===== src/rtl/temp_window_stats.sv =====
// Sliding-window temperature statistics: running sum over a DEPTH-deep circular
// buffer, min/max since clear, and an iterative restoring divider for the average.
module temp_window_stats #(
  parameter int WIDTH = 8,
  parameter int DEPTH = 16
) (
  input  logic                     clk,
  input  logic                     rst,
  input  logic                     clr,
  input  logic                     in_valid,
  input  logic [WIDTH-1:0]         in_data,
  output logic                     in_ready,
  output logic [WIDTH-1:0]         avg_temp,
  output logic [WIDTH-1:0]         min_temp,
  output logic [WIDTH-1:0]         max_temp,
  output logic [$clog2(DEPTH):0]   count,
  output logic                     full,
  output logic                     stats_valid
);
  localparam int PW   = $clog2(DEPTH);
  localparam int SUMW = WIDTH + PW;
  localparam int CW   = PW + 1;
  localparam int IW   = $clog2(SUMW + 1);

  typedef enum logic {IDLE, DIV} state_t;
  state_t state, state_nxt;

  logic [DEPTH-1:0][WIDTH-1:0] mem;
  logic [PW-1:0]   wr_ptr;
  logic [SUMW-1:0] sum, sum_nxt;
  logic [SUMW-1:0] rem, rem_nxt;
  logic [SUMW-1:0] quo, quo_nxt;
  logic [SUMW:0]   shifted, diff;
  logic [IW-1:0]   iter;
  logic            q_bit, accept, last_iter;

  assign accept    = in_valid & in_ready;
  assign last_iter = (state == DIV) && (iter == IW'(SUMW - 1));
  assign full      = (count == CW'(DEPTH));

  // Oldest sample leaves the window only once it is full; buffer read is pre-write.
  assign sum_nxt = sum + SUMW'(in_data) - (full ? SUMW'(mem[wr_ptr]) : SUMW'(0));

  // One restoring step: shift in the next dividend bit, trial-subtract the count.
  assign shifted = {rem, quo[SUMW-1]};
  assign diff    = shifted - (SUMW+1)'(count);
  assign q_bit   = ~diff[SUMW];
  assign rem_nxt = q_bit ? diff[SUMW-1:0] : shifted[SUMW-1:0];
  assign quo_nxt = {quo[SUMW-2:0], q_bit};

  always_ff @(posedge clk or negedge rst) begin
    if (!rst) state <= IDLE;
    else      state <= state_nxt;
  end

  always_comb begin
    state_nxt = state;
    in_ready  = 1'b0;
    case (state)
      IDLE: begin
        in_ready = 1'b1;
        if (!clr && in_valid) state_nxt = DIV;
      end
      DIV: begin
        if (clr || last_iter) state_nxt = IDLE;
      end
      default: state_nxt = IDLE;
    endcase
  end

  // Buffer contents are never reset; sum and count gate their use.
  always_ff @(posedge clk) begin
    if (accept && !clr) mem[wr_ptr] <= in_data;
  end

  always_ff @(posedge clk or negedge rst) begin
    if (!rst) begin
      wr_ptr      <= '0;
      sum         <= '0;
      count       <= '0;
      min_temp    <= '1;
      max_temp    <= '0;
      avg_temp    <= '0;
      stats_valid <= 1'b0;
      rem         <= '0;
      quo         <= '0;
      iter        <= '0;
    end else if (clr) begin
      wr_ptr      <= '0;
      sum         <= '0;
      count       <= '0;
      min_temp    <= '1;
      max_temp    <= '0;
      avg_temp    <= '0;
      stats_valid <= 1'b0;
      rem         <= '0;
      quo         <= '0;
      iter        <= '0;
    end else begin
      stats_valid <= 1'b0;
      if (accept) begin
        wr_ptr <= wr_ptr + 1'b1;
        sum    <= sum_nxt;
        quo    <= sum_nxt;
        rem    <= '0;
        iter   <= '0;
        if (!full) count <= count + 1'b1;
        if (in_data < min_temp) min_temp <= in_data;
        if (in_data > max_temp) max_temp <= in_data;
      end else if (state == DIV) begin
        rem  <= rem_nxt;
        quo  <= quo_nxt;
        iter <= iter + 1'b1;
        if (last_iter) begin
          avg_temp    <= quo_nxt[WIDTH-1:0];
          stats_valid <= 1'b1;
        end
      end
    end
  end
endmodule


===== config.mk =====
export PLATFORM = sky130hd
export DESIGN_NAME = temp_window_stats
export DESIGN_NICKNAME = d
export VERILOG_FILES = /design/src/rtl/temp_window_stats.sv
export SDC_FILE = /design/constraint.sdc
export NUM_CORES = 1
export LEC_CHECK = 0
export BUFFER_PORTS_ARGS = -buffer_cell sky130_fd_sc_hd__buf_2
export CORE_MARGIN = 10
export CORE_UTILIZATION = 50
export DETAILED_ROUTE_END_ITERATION = 12
export MAX_ROUTING_LAYER = met4
export PLACE_DENSITY = 0.76
export SETUP_SLACK_MARGIN = 0.3
export SLEW_MARGIN = 20
export SYNTH_ARGS = -nofsm -noshare
export SYNTH_HDL_FRONTEND = slang
export SYNTH_SLANG_ARGS = --single-unit

===== constraint.sdc =====
create_clock -name clk -period 5.54 [get_ports clk]
set_input_delay 0.277 -clock clk [delete_from_list [all_inputs] [get_ports clk]]
set_output_delay 0.277 -clock clk [all_outputs]
set_load 0.02 [all_outputs]

==> results of run 1 <==
==> path summary, 6_finish.rpt <==
kind / from / to / slack, ns / cells past startpoint
worst max-delay path: wr_ptr[0] / sum[11] / 0.80 / 14
worst min-delay path: in_data[1] / mem[81] / 0.22 / 1
worst max register to register: wr_ptr[0] / sum[11] / 0.80 / 14
worst min register to register: min_temp[0] / min_temp[0] / 0.51 / 2
max in group asynchronous: rst / wr_ptr[0] / 4.39 / 2
min in group asynchronous: rst / avg_temp[7] / 0.47 / 2
==> placed cells by master, fill, tap and decap left out, types with 5 or more instances in the layout <==
cell,synthesis,layout
sky130_fd_sc_hd__dfstp_2,8,8
sky130_fd_sc_hd__xor2_1,11,11
sky130_fd_sc_hd__mux4_2,40,40
sky130_fd_sc_hd__buf_2,2,42
sky130_fd_sc_hd__nand4_1,7,7
sky130_fd_sc_hd__a21o_1,5,5
sky130_fd_sc_hd__and3_1,6,6
sky130_fd_sc_hd__edfxtp_1,128,128
sky130_fd_sc_hd__nor3_1,11,11
sky130_fd_sc_hd__clkbuf_16,0,21
sky130_fd_sc_hd__a21oi_1,54,54
sky130_fd_sc_hd__and2_1,8,8
sky130_fd_sc_hd__mux2i_1,19,19
sky130_fd_sc_hd__xnor2_1,20,20
sky130_fd_sc_hd__nor2_1,61,61
sky130_fd_sc_hd__dfrtp_1,67,66
sky130_fd_sc_hd__a211oi_1,8,8
sky130_fd_sc_hd__fa_1,9,9
sky130_fd_sc_hd__o21ai_0,26,26
sky130_fd_sc_hd__ha_1,39,39
sky130_fd_sc_hd__inv_1,64,64
sky130_fd_sc_hd__nand2_1,46,46
sky130_fd_sc_hd__nor2b_1,6,6
sky130_fd_sc_hd__nand2b_1,6,6
sky130_fd_sc_hd__buf_4,0,12
==> worst max-delay path: stages, from the launching register on <==
cell and delay, ns:
sky130_fd_sc_hd__dfrtp_2 0.60, sky130_fd_sc_hd__buf_4 0.37, sky130_fd_sc_hd__mux4_2 0.54, sky130_fd_sc_hd__mux4_2 0.47, sky130_fd_sc_hd__and2_1 0.19, sky130_fd_sc_hd__fa_1 0.53
sky130_fd_sc_hd__inv_1 0.06, sky130_fd_sc_hd__ha_1 0.29, sky130_fd_sc_hd__a21oi_1 0.21, sky130_fd_sc_hd__nor2_1 0.08, sky130_fd_sc_hd__a211o_1 0.29, sky130_fd_sc_hd__a221oi_1 0.43
sky130_fd_sc_hd__xnor2_1 0.13, sky130_fd_sc_hd__or3_1 0.32, sky130_fd_sc_hd__a21oi_1 0.14
==> state kept, by name, indices dropped and copies added, names as in the netlist <==
register and count:
wr_ptr 4, state 1, iter 4, min_temp 8, max_temp 8, quo 12, avg_temp 8, stats_valid 1
mem 128, sum 12, rem 12, count 5
==> timing repair <==
action                                  4_1_cts  5_1_grt
endpoints found under the setup margin        0        0
hold buffers                                  1        0
buffers inserted                              0        0
endpoints found under the hold margin        67        0
==> metal layers <==
metal | up-vias | part of all wire, % | GRT usage (%)
met1 | 2968 | 43 | 22.4
met5 | - | 0 | -
li1 | 2729 | - | -
met3 | 27 | 6.1 | 1.78
met2 | 224 | 49 | 27.5
met4 | 0 | 1.6 | 4.34
==> layout make-up <==
type	instances	share of cell area, %
inverters	64	2.20
well taps	260	2.98
clock inverters	9	1.20
flip-flops and latches	203	52.5
repair buffers	56	3.02
clock buffers	28	5.42
multi-input cells	427	32.7
==> power groups by stage <==
stage          Clock [mW]  Sequential, mW  Combinational, mW
2_1_floorplan           0            1.78              0.665
4_1_cts              1.49            1.76              0.885
5_1_grt              1.55            1.77              0.978
6_report             1.47            1.76              0.882
3_3_place_gp            0            1.79              0.852
3_5_place_dp            0            1.79              0.880
==> kinds of logic (layout without fill, tap and decap cells) <==
logic type	Yosys count	after routing	synth area share, %
muxes	61	61	11.6
xor gates and xnor gates	31	31	2.81
DFF	203	203	59.2
and+or+nand+nor	169	169	8.35
AOI/OAI and AO/OA	118	118	7.28
adders and majority gates	48	48	6.90
buffers and inverters	97	157	3.87
==> stage by stage <==
step	cell area [um^2]	util, %
detailed placement	10200	53.9
global route	10900	57.8
CTS	10900	57.8
global placement	10200	53.9
finish	10900	57.8
floorplan	9680	-
==> summary.md, run 1 <==
| Metric | Value |
|---|---|
| Post-synth top area cell | `sky130_fd_sc_hd__edfxtp_1` |
| HPWL reported at the end of detailed placement | `13.7 mm` |
| Share of the yosys chip area belonging to registers | `59.2%` |
| Ranking of synthesized cells by instance count | `sky130_fd_sc_hd__edfxtp_1, sky130_fd_sc_hd__dfrtp_1, sky130_fd_sc_hd__inv_1` |
| Peak supply drop | `0.290 mV` |
| Fraction of synthesized cell area taken by the top area cell type | `39.7%` |
| Gpl congestion | `0.869` |
| Starting density of the core | `51.2%` |
| Net count of the mapped netlist | `787` |
| Required time at the endpoint of the critical path | `5.96 ns` |
| Synthesis warning total | `0` |
| Root Buffer | `sky130_fd_sc_hd__clkbuf_16` |
| Antenna cell count | `0` |
| Post-layout worst setup margin | `0.803 ns` |
| Largest net degree at the start of global routing | `76` |
| Via-per-instance ratio | `5.68` |
| Achievable frequency | `211 MHz` |
| Reg area | `5730 um^2` |
| Setup TNS | `0 ns` |
| Num rows | `50` |
| Number of flops mapped to enable cells by yosys | `128` |
| Overall routed net length | `21.1 mm` |
| Setup slack after placement | `0.778 ns` |
| Most used standard cell by instance count after synthesis | `sky130_fd_sc_hd__edfxtp_1` |
| Core ar. | `18900 um^2` |
| Total number of vias | `5948` |
| Number of detailed-routing iterations run before antenna repair | `5` |
| Clock tree from TritonCTS | `yes` |
| Clock latency at the later pin of the worst-skew pair | `0.50 ns` |
| Max Fanout on Critical Path | `15` |
| Mean routed wirelength per cell | `20.1 um` |
| Final Instance Count excl. Fillers | `1047` |
| Final Max Tran Viols | `0` |
| Initial antenna violation count | `0` |
| Synthesis-to-layout area growth | `12.9%` |
| DP Cell Count | `1009` |
| Max-cap check violation count | `0` |
| Part of the power in combinational logic | `21.4%` |
| Via count of the first global-routing pass | `6114` |
| Post_cts resized | `0` |
| Synthesized area per cell | `13.3 um^2` |
| Endpoint type of the worst setup path | `flop` |
| Net switching component of the power | `1.14 mW` |
| Remaining number of nets flagged by the antenna check after routing | `0` |
| Static leakage | `4.27 nW` |
| Worst-Margin Slew | `1.10 ns` |
| Leading register cell type out of synthesis | `sky130_fd_sc_hd__edfxtp_1` |
| Arrival time reported for the critical path endpoint | `5.16 ns` |
| Overall Global Routing Usage | `16.9%` |
| Layout Nets | `833` |
| Combined area of the multi-input logic cells | `3570 um^2` |
| Die Footprint | `25300 um^2` |
| Htree depth | `1` |
| Post-layout total power | `4.11 mW` |
| Power density cells | `376 nW/um^2` |
| Count of buffers from port buffering | `43` |
| Post-synthesis instance total | `727` |
| Final-layout worst hold slack | `0.219 ns` |
| Number of DRC markers after the initial detailed-route iteration | `543` |
| Clock period minus final worst setup slack | `4.74 ns` |
| Final period util | `85.5%` |
| Number of synthesized register bits | `203` |
| Maximum clock skew at final layout | `0.0101 ns` |
| Filler cells | `1495` |
| Post-synthesis cell type count | `50` |
| Count of boundary I/O pins | `44` |
| Hold crit path type | `input pin to flop` |
| Share of synthesized flip-flops with an asynchronous set or reset | `36.9%` |
| Clock Pin Slew Worst Setup and Hold Paths | `0.06 ns` |
| Finish-stage setup viols | `0` |
| Critical Path Start Type | `flop` |
| Netlist area before placement | `9680 um^2` |
| Number of clock buffers inserted by TritonCTS | `21` |
| Relative slew margins | `26.8%` |
| Internal cell power | `2.97 mW` |
| Overflow left after global routing | `0` |
| RSZ-0062 raised after global routing | `false` |
| CTS Sinks | `203` |
| Die span in y | `159 um` |
| Result of the run | `finished clean` |
| Global-route wire length before repair | `33.7 mm` |
| Type of the setup path with the least slack | `flop to flop` |
| X dimension of the die | `159 um` |
| Main area contributors after synthesis | `sky130_fd_sc_hd__edfxtp_1, sky130_fd_sc_hd__dfrtp_1, sky130_fd_sc_hd__mux4_2, sky130_fd_sc_hd__ha_1, sky130_fd_sc_hd__a21oi_1` |
| Fraction of power consumed by the clock network | `35.7%` |
| CTS Buffer Depth | `3` |
| Fraction of power spent switching nets | `27.7%` |
| Endpoints failing hold | `0` |
| Layout cells sized above 1 | `18.4%` |
| DRC violations left | `0` |
| Share of total power in sequential cells | `42.9%` |
No activity file was read; power rests on OpenSTA's default activity.
==> run 2, diff against run 1 <==
- CELL_PAD_IN_SITES_DETAIL_PLACEMENT: default -> 1
- CELL_PAD_IN_SITES_GLOBAL_PLACEMENT: default -> 2
- CORE_UTILIZATION: 50 -> 44
- CTS_BUF_LIST: default -> sky130_fd_sc_hd__clkbuf_4 sky130_fd_sc_hd__clkbuf_8 sky130_fd_sc_hd__clkbuf_16
- PLACE_DENSITY: 0.76 -> 0.89
==> summary.md, run 2 (synthesized netlist as in run 1, its figures left out) <==
| Metric | Value |
|---|---|
| Final period util | `86.7% (was 85.5%)` |
| Critical path buffers and inverters | `2 (unchanged)` |
| Endpoints failing hold | `0 (unchanged)` |
| DP Cell Count | `1024 (was 1009)` |
| Mean routed wirelength per cell | `22.4 um (was 20.1 um)` |
| Launch point of the critical path | `wr_ptr[0] (unchanged)` |
| Hold path startpoint | `in_data[1] (unchanged)` |
| Relative slew margins | `26.5% (was 26.8%)` |
| Cell Chain, Critical Path | `buf_12, mux4_2, mux4_2, and2_1, fa_1, inv_1, ha_1, a21oi_1, nand2_1, a211o_1, a221oi_1, xnor2_1, or3_1, a21oi_1 (was buf_4, mux4_2, mux4_2, and2_1, fa_1, inv_1, ha_1, a21oi_1, nor2_1, a211o_1, a221oi_1, xnor2_1, or3_1, a21oi_1)` |
| Die span in y | `168 um (was 159 um)` |
| Final Instance Count excl. Fillers | `1066 (was 1047)` |
| Root Buffer | `sky130_fd_sc_hd__clkbuf_16 (unchanged)` |
| Clock Pin Slew Worst Setup and Hold Paths | `0.06 ns (about the same)` |
| Number of clock buffers inserted by TritonCTS | `23 (was 21)` |
| Layout Nets | `830 (was 833)` |
| Starting density of the core | `44.5% (was 51.2%)` |
| Leading cell type in the layout, fill and taps excluded | `sky130_fd_sc_hd__edfxtp_1 (unchanged)` |
| Result of the run | `finished clean (unchanged)` |
| Delay of the slowest cell on the worst path | `0.68 ns (was 0.60 ns)` |
| Clock tree from TritonCTS | `yes (unchanged)` |
| Count of boundary I/O pins | `44 (unchanged)` |
| CTS Buffer Depth | `3 (unchanged)` |
| Core ar. | `21800 um^2 (was 18900 um^2)` |
| Achievable frequency | `208 MHz (was 211 MHz)` |
| CTS Sinks | `203 (unchanged)` |
| Number of detailed-routing iterations run before antenna repair | `4 (was 5)` |
| X dimension of the die | `168 um (was 159 um)` |
| Critical Path Start Type | `flop (unchanged)` |
| Number of DRC markers after the initial detailed-route iteration | `356 (was 543)` |
| Count of buffers from port buffering | `43 (unchanged)` |
| Clock latency at the later pin of the worst-skew pair | `0.51 ns (was 0.50 ns)` |
| Num rows | `54 (was 50)` |
| Initial antenna violation count | `0 (unchanged)` |
| Die Footprint | `28300 um^2 (was 25300 um^2)` |
| Finish-stage setup viols | `0 (unchanged)` |
| Required time at the endpoint of the critical path | `5.96 ns (about the same)` |
| Largest net degree at the start of global routing | `76 (unchanged)` |
| Via count of the first global-routing pass | `6786 (was 6114)` |
| Power density cells | `382 nW/um^2 (was 376 nW/um^2)` |
| Static leakage | `4.31 nW (was 4.27 nW)` |
| Worst R2R Start | `wr_ptr[0] (unchanged)` |
| Gpl congestion | `0.803 (was 0.869)` |
| Via-per-instance ratio | `5.55 (was 5.68)` |
| Total number of vias | `5917 (was 5948)` |
| Htree depth | `1 (unchanged)` |
| Global-route wire length before repair | `38.8 mm (was 33.7 mm)` |
| Hold crit path type | `input pin to flop (unchanged)` |
| Layout cells sized above 1 | `19.3% (was 18.4%)` |
| Most used cells in the layout excluding fill and tap cells | `sky130_fd_sc_hd__edfxtp_1, sky130_fd_sc_hd__dfrtp_1, sky130_fd_sc_hd__inv_1, sky130_fd_sc_hd__nor2_1, sky130_fd_sc_hd__a21oi_1 (unchanged)` |
| Remaining number of nets flagged by the antenna check after routing | `0 (unchanged)` |
| Max-cap check violation count | `0 (unchanged)` |
| Worst-Margin Slew | `1.10 ns (about the same)` |
| Overflow left after global routing | `0 (unchanged)` |
| Biggest register | `mem (unchanged)` |
| Cell type of the slowest stage on the worst timing path | `sky130_fd_sc_hd__dfrtp_2 (unchanged)` |
| Maximum clock skew at final layout | `0.0159 ns (was 0.0101 ns)` |
| DRC violations left | `0 (unchanged)` |
| Endpoint type of the worst setup path | `flop (unchanged)` |
| Synthesis-to-layout area growth | `13.5% (was 12.9%)` |
| Clock period minus final worst setup slack | `4.80 ns (was 4.74 ns)` |
| Max Fanout on Critical Path | `23 (was 15)` |
| Overall Global Routing Usage | `17.4% (was 16.9%)` |
| Antenna cell count | `0 (unchanged)` |
| Final Max Tran Viols | `0 (unchanged)` |
| Critical path's top delay family | `compound AO/OA/AOI/OAI gates (unchanged)` |
| Largest register FFs | `128 (unchanged)` |
| Type of the setup path with the least slack | `flop to flop (unchanged)` |
| HPWL reported at the end of detailed placement | `16.3 mm (was 13.7 mm)` |
| Peak supply drop | `0.198 mV (was 0.290 mV)` |
| RSZ-0062 raised after global routing | `false (unchanged)` |
| Overall routed net length | `23.9 mm (was 21.1 mm)` |
| Setup TNS | `0 ns (unchanged)` |
| Arrival time reported for the critical path endpoint | `5.22 ns (was 5.16 ns)` |
==> run 2: cell count changes in the layout (fill, tap and decap cells not counted), sizes merged <==
cell | previous run | this run
clkinvlp | 3 | 0
clkbuf | 28 | 32
inv | 65 | 64
buf | 55 | 50
clkinv | 2 | 6
==> run 2: area by class of cell <==
cell class / instances / area (um^2)
fill: 2231 / 10800
tap: 280 / 350
clock buffer: 32 / 643
inverter: 64 / 240
timing repair buffer: 51 / 297
clock inverter: 9 / 119
multi-input combinational: 427 / 3600
sequential: 203 / 5730
==> run 2: final timing paths <==
path                                    end  slack, ns  cells after the start
worst max register to register      sum[11]       0.74                     14
worst min register to register  min_temp[0]       0.51                      2
max in group asynchronous         wr_ptr[0]       4.60                      2
min in group asynchronous            quo[5]       0.38                      2
worst max-delay path                sum[11]       0.74                     14
worst min-delay path                mem[73]       0.23                      1
==> run 2: metal layers <==
| metal | global-route usage (%) | part of all wire [%] | vias to the layer above |
|---|---|---|---|
| met2 | 30.8 | 54 | 88 |
| met4 | 4.77 | 1.8 | 0 |
| met1 | 20.5 | 42 | 3075 |
| met3 | 2.31 | 2.7 | 36 |
| met5 | - | 0 | - |
| li1 | - | - | 2718 |
==> run 2: power by group <==
group          total (mW)  internal, mW  switching, mW
combinational       0.905         0.384          0.521
sequential           1.76          1.70         0.0665
clock                1.53         0.949          0.584
total                4.20          3.03           1.17
==> run 2: worst register-to-register path, cell delays in order (launching register included) <==
cell and delay (ns):
sky130_fd_sc_hd__dfrtp_2 0.68, sky130_fd_sc_hd__buf_12 0.29, sky130_fd_sc_hd__mux4_2 0.55, sky130_fd_sc_hd__mux4_2 0.47, sky130_fd_sc_hd__and2_1 0.18, sky130_fd_sc_hd__fa_1 0.47, sky130_fd_sc_hd__inv_1 0.04, sky130_fd_sc_hd__ha_1 0.38
sky130_fd_sc_hd__a21oi_1 0.18, sky130_fd_sc_hd__nand2_1 0.09, sky130_fd_sc_hd__a211o_1 0.32, sky130_fd_sc_hd__a221oi_1 0.45, sky130_fd_sc_hd__xnor2_1 0.14, sky130_fd_sc_hd__or3_1 0.33, sky130_fd_sc_hd__a21oi_1 0.15
==> run 2: what timing repair did <==
| action | 4_1_cts | 5_1_grt |
|---|---|---|
| resized for setup | 0 | 0 |
| hold buffers | 1 | 0 |
| buffers inserted | 0 | 0 |
| hold endpoints to repair | 34 | 0 |
| setup endpoints to repair | 0 | 0 |
==> run 2: through the flow <==
| step | total power [mW] | hold slack, ns | instance area (um^2) | setup WS [ns] | util (%) |
|---|---|---|---|---|---|
| after detailed placement | 2.70 | 0.503 | 10200 | 0.762 | 46.9 |
| final | 4.20 | 0.229 | 11000 | 0.738 | 50.5 |
| after floorplan | 2.45 | -0.0186 | 9680 | 0.768 | - |
| after CTS | 4.24 | 0.207 | 11000 | 0.733 | 50.5 |
| after global placement | 2.64 | 0.493 | 10200 | 0.909 | 46.8 |
| after global routing | 4.41 | 0.243 | 11000 | 0.442 | 50.5 |
